## config.mk

```make
export PLATFORM = sky130hd
export DESIGN_NAME = _bus_arbiter
export DESIGN_NICKNAME = d
export VERILOG_FILES = /design/src/rtl/_bus_arbiter_pkg.sv /design/src/rtl/_bus_arbiter_rr_pick.sv /design/src/rtl/_bus_arbiter.sv
export SDC_FILE = /design/constraint.sdc
export NUM_CORES = 1
export LEC_CHECK = 0
export CAP_MARGIN = 0
export CORE_UTILIZATION = 40
export CTS_BUF_LIST = sky130_fd_sc_hd__clkbuf_16
export DETAILED_ROUTE_END_ITERATION = 8
export PLACE_DENSITY_LB_ADDON = 0.2
export SLEW_MARGIN = 25
export SYNTH_ARGS = -nofsm -noshare
export SYNTH_HDL_FRONTEND = slang
export SYNTH_SLANG_ARGS = --single-unit
export TNS_END_PERCENT = 1
```

## constraint.sdc

```tcl
create_clock -name clk -period 3.82 [get_ports clk]
set_input_delay 1.146 -clock clk [delete_from_list [all_inputs] [get_ports clk]]
set_output_delay 1.146 -clock clk [all_outputs]
set_load 0.01 [all_outputs]
```

## src/rtl/_bus_arbiter_pkg.sv

```systemverilog
// Shared types and width helpers for the bus arbiter and its
// round-robin picker.
package _bus_arbiter_pkg;

    typedef enum logic [1:0] {
        IDLE  = 2'd0,
        GRANT = 2'd1,
        TURN  = 2'd2
    } state_t;

    function automatic int cnt_width(input int hold_max);
        int w;
        w = $clog2(hold_max + 1);
        return (w < 1) ? 1 : w;
    endfunction

    function automatic int ptr_width(input int n);
        return (n > 1) ? $clog2(n) : 1;
    endfunction

endpackage

```

## src/rtl/_bus_arbiter_rr_pick.sv

```systemverilog
// Combinational round-robin picker: first set req bit at or above
// the pointer, wrapping modulo N, as a one-hot winner.
module _rr_pick
    import _bus_arbiter_pkg::*;
#(
    parameter int N  = 8,
    parameter int PW = ptr_width(N)
) (
    input  logic [N-1:0]  req,
    input  logic [PW-1:0] ptr,
    output logic [N-1:0]  win,
    output logic          valid
);

    always_comb begin
        win   = '0;
        valid = 1'b0;
        for (int i = 0; i < N; i++) begin
            if (!valid && req[(int'(ptr) + i) % N]) begin
                win[(int'(ptr) + i) % N] = 1'b1;
                valid = 1'b1;
            end
        end
    end

endmodule

```

## src/rtl/_bus_arbiter.sv

```systemverilog
// Round-robin owner sequencer for the shared tri-state bus; drives
// active-low bank enables with a one-cycle all-off turnaround.
module _bus_arbiter
    import _bus_arbiter_pkg::*;
#(
    parameter int N        = 8,
    parameter int HOLD_MAX = 0
) (
    input  logic         clk,
    input  logic         rst,
    input  logic [N-1:0] req,
    output logic [N-1:0] g,
    output logic [N-1:0] gnt,
    output logic         busy
);

    localparam int PW = ptr_width(N);
    localparam int CW = cnt_width(HOLD_MAX);
    localparam logic [CW-1:0] HLAST =
        (HOLD_MAX > 0) ? CW'(HOLD_MAX - 1) : '0;

    state_t        state, state_n;
    logic [PW-1:0] ptr, ptr_n;
    logic [CW-1:0] hcnt, hcnt_n;
    logic [N-1:0]  gnt_q, gnt_n;
    logic [N-1:0]  win;
    logic          valid;
    logic [PW-1:0] win_idx, win_nxt;
    logic          own, others, at_limit;

    _rr_pick #(.N(N), .PW(PW)) u_pick (
        .req   (req),
        .ptr   (ptr),
        .win   (win),
        .valid (valid)
    );

    always_comb begin
        win_idx = '0;
        for (int i = 0; i < N; i++) begin
            if (win[i]) win_idx = PW'(i);
        end
        win_nxt = (int'(win_idx) == N - 1) ? '0 : win_idx + 1'b1;
    end

    assign own      = |(req & gnt_q);
    assign others   = |(req & ~gnt_q);
    assign at_limit = (HOLD_MAX > 0) && (hcnt == HLAST);

    always_comb begin
        state_n = state;
        ptr_n   = ptr;
        hcnt_n  = hcnt;
        gnt_n   = gnt_q;
        case (state)
            IDLE, TURN: begin
                gnt_n   = '0;
                state_n = IDLE;
                if (valid) begin
                    state_n = GRANT;
                    gnt_n   = win;
                    ptr_n   = win_nxt;
                    hcnt_n  = '0;
                end
            end
            GRANT: begin
                if (!own || (at_limit && others)) begin
                    state_n = TURN;
                    gnt_n   = '0;
                end else if (HOLD_MAX > 0 && !at_limit) begin
                    // saturates at the limit while nobody else waits
                    hcnt_n = hcnt + 1'b1;
                end
            end
            default: begin
                state_n = IDLE;
                gnt_n   = '0;
            end
        endcase
    end

    always_ff @(posedge clk) begin
        if (rst) begin
            state <= IDLE;
            ptr   <= '0;
            hcnt  <= '0;
            gnt_q <= '0;
        end else begin
            state <= state_n;
            ptr   <= ptr_n;
            hcnt  <= hcnt_n;
            gnt_q <= gnt_n;
        end
    end

    assign gnt  = gnt_q;
    assign g    = ~gnt_q;
    assign busy = (state == GRANT);

endmodule

```

==> flow_summary.json <==
{
  "antenna_cells": 0,
  "maxCapViolations": 0,
  "crit_arrival_ns": 4.03,
  "p_leak_nw": 1.053,
  "die_width_um": 70.27,
  "hold_viol": 0,
  "dieArea_sq_mm": 0.004938,
  "grtUsageTotal_pct": 24.64,
  "syn_to_final_growth_pct": 43.29,
  "layout_setup_ws_ns": -0.06894,
  "clock_path_buffers": 2,
  "p_total_mw": 2.169,
  "placed_area_sq_mm": 0.002529,
  "finalCriticalPeriod_ns": 3.889,
  "synth.distinct_cells": 61,
  "sw_frac_of_total_pct": 44.62,
  "cts.sink_count": 13,
  "grt_overflow_total": 0,
  "synth-edff-count": 0,
  "final_antenna_net_count": 0,
  "endpoint": "ptr[0]",
  "hp-class": "register to register",
  "yosysWarnings": 0,
  "crit_required_ns": 3.96,
  "drive_gt1_share_pct": 35.76,
  "syn_nets": 249,
  "first_iter_violations": 178,
  "peakVddDrop_mv": 0.3321,
  "clk_latency_ns": 0.24,
  "gr-max-usage-layer": "met2",
  "start_util_pct": 42.23,
  "finalWirelength_mm": 6.046,
  "power.density_mw_per_mm2": 812.0,
  "io_pins": 27,
  "ff2ff_setup_slack_ns": 0.08,
  "grt_antenna_before_repair": 0,
  "setup_violations": 2,
  "grt_max_degree": 20,
  "syn_inst": 231,
  "reg2regPathDepth": 16,
  "ys_ff_latch": 13,
  "placement.io_buffers": 26,
  "cts_root_buf": "clkbuf_16",
  "status": "complete, but fails checks",
  "startpoint_type": "input port",
  "fin_area_sq_mm": 0.002671,
  "grt_pass1_vias": 1938,
  "combPwrFrac_pct": 81.4,
  "grt_pass1_wl_mm": 9.680,
  "cts_tree": "yes",
  "cts_buffers": 3,
  "grtUsageMet2_pct": 39.26,
  "p_switching_mw": 0.9678,
  "fmax_mhz": 257.1,
  "worstPathMaxFanout": 6,
  "use_met1_pct": 36.21,
  "first_pass_iters": 6,
  "layout.nets": 321,
  "hpwl_mm": 4.719,
  "gp_congestion": 0.9283,
  "reg2reg_to": "ptr[0]",
  "reg2reg_from": "ptr[0]",
  "async_flop_share_pct": 0,
  "coreArea_sq_mm": 0.004414,
  "rows": 24,
  "intPower_mw": 1.201,
  "syn_area_sq_mm": 0.001864,
  "rsz0062_at_grt": "yes",
  "num_vias": 2124,
  "endpoint_kind": "register",
  "grtUsageMet3_pct": 2.309,
  "via_per_inst": 6.000,
  "critPathKind": "input port to register",
  "tightestPinTransition_ns": 0.5258,
  "crit_path_start": "req[5]",
  "dieHeight_um": 70.27,
  "skew_ns": 0.004038,
  "cts_max_level": 1,
  "route.detailed.drc": 0,
  "fin_crit_sh_pct": 101.8,
  "violations": "setup timing",
  "drv_slew": 0,
  "final_util_pct": 60.52,
  "power_frac_clock_pct": 9.1,
  "postCtsHoldBufs": 0,
  "maxSlewHeadroom_pct": 64.83,
  "syn_area_per_cell_sq_um": 8.071,
  "clk_pin_slew_ns": 0.05,
  "seq_power_share_pct": 9.5,
  "wl_per_cell_um": 17.08,
  "ys_seq_area_share_pct": 13.96,
  "ys.flop_type": "dfxtp_1"
}
[power by group through the flow]
stage	clock, mW	combinational, mW	sequential [mW]
after global placement	0	1.62	0.208
after global routing	0.205	1.89	0.212
after detailed placement	0	1.64	0.209
after floorplan	0	1.02	0.214
after CTS	0.198	1.73	0.206
final	0.196	1.77	0.207
[metrics by stage]
step / cells / TNS (ns) / setup WS, ns / hold WS, ns
floorplan: 231 / -0.2064 / -0.1304 / 0.4987
global placement: 346 / -2.543 / -0.7380 / 0.4850
detailed placement: 346 / -2.700 / -0.8064 / 0.4925
CTS: 354 / -0.006465 / -0.005345 / 0.4972
global route: 354 / -0.3351 / -0.1830 / 0.5294
finish: 354 / -0.1098 / -0.06894 / 0.4897
[cells by family (layout without fill, tap and decap cells)]
| family | Yosys count | after routing | synth area share [%] |
|---|---|---|---|
| mux | 27 | 27 | 22.08 |
| flops | 13 | 13 | 13.96 |
| compound gates | 65 | 65 | 26.31 |
| simple gates | 87 | 87 | 23.83 |
| xor+xnor | 3 | 3 | 1.812 |
| fa+ha+maj | 8 | 8 | 5.369 |
| buf+inv | 28 | 99 | 6.644 |
[worst max-delay path, cell delays in order]
cell       delay (ns)
buf_4            0.13
mux2_4           0.27
mux4_2           0.55
a21oi_1          0.16
a2111oi_1        0.07
buf_4            0.14
a311oi_2         0.18
a31oi_1          0.08
buf_4            0.16
or3_1            0.37
ha_2             0.18
ha_1             0.18
nor2_1           0.09
nand2_1          0.09
o41ai_2          0.21
[per-layer routing]
metal | routed length [um] | part of all wire, %
met1 | 2868 | 47
met5 | 0 | 0
met3 | 314 | 5.2
met2 | 2802 | 46
met4 | 60 | 0.99
[placed cells by master, fill, tap and decap left out, drive strengths merged, types with 3 or more instances in the layout]
| master | synthesis | final |
|---|---|---|
| a21oi | 13 | 13 |
| a22oi | 9 | 9 |
| a31oi | 5 | 5 |
| and2 | 4 | 4 |
| buf | 8 | 65 |
| clkbuf | 8 | 3 |
| clkdlybuf4s50 | 0 | 18 |
| dfxtp | 13 | 13 |
| ha | 8 | 8 |
| inv | 12 | 13 |
| mux2 | 10 | 10 |
| mux2i | 7 | 7 |
| mux4 | 10 | 10 |
| nand2 | 19 | 19 |
| nand2b | 3 | 3 |
| nand3 | 13 | 13 |
| nand4 | 5 | 5 |
| nor2 | 21 | 21 |
| nor3 | 5 | 5 |
| o211ai | 3 | 3 |
| o21ai | 7 | 7 |
| or3 | 5 | 5 |
[sequential cells by signal, summed over array words and instances, names as in the netlist]
name / cells
gnt: 8
ptr: 3
state: 2
[how the worst min path moves through the flow]
stage,startpoint,end,slack (ns),cells after the start
2_1_floorplan,gnt[1],gnt[1],0.50,2
3_3_place_gp,gnt[2],gnt[2],0.49,2
5_1_grt,gnt[2],gnt[2],0.53,2
4_1_cts,gnt[2],gnt[2],0.50,2
6_report,gnt[2],gnt[2],0.49,2
3_5_place_dp,gnt[2],gnt[2],0.49,2
[repair_timing]
item | in CTS | in global routing
pin swaps | 8 | 0
resized for setup | 45 | 2
setup endpoints to repair | 3 | 2
buffers inserted | 4 | 0
[cells in the mapped netlist, types with 3 or more instances]
master | instances | area share [%]
mux4_2 | 10 | 12
clkbuf_1 | 8 | 1.6
nor2_1 | 21 | 4.2
nand2_1 | 19 | 3.8
a31oi_1 | 5 | 1.7
o211ai_1 | 3 | 1.2
and2_1 | 4 | 1.3
or3_1 | 5 | 1.7
nand2b_1 | 3 | 1.0
dfxtp_1 | 13 | 14
mux2i_1 | 7 | 3.8
nand3_1 | 12 | 3.2
mux2_2 | 9 | 5.4
ha_1 | 8 | 5.4
nor3_1 | 5 | 1.3
buf_2 | 6 | 1.6
inv_1 | 11 | 2.2
a21oi_1 | 12 | 3.2
o21ai_0 | 5 | 1.3
nand4_1 | 5 | 1.7
a22oi_1 | 9 | 3.6
[final cells by class]
type	count	area, sq um
inverter	12	45.04
fill	399	1743
clock buffer	3	75.07
clock inverter	1	3.754
timing repair buffer	83	665.6
multi-input combinational	190	1556
tap	52	65.06
sequential	13	260.3
Power figures use the tool's default switching activity.
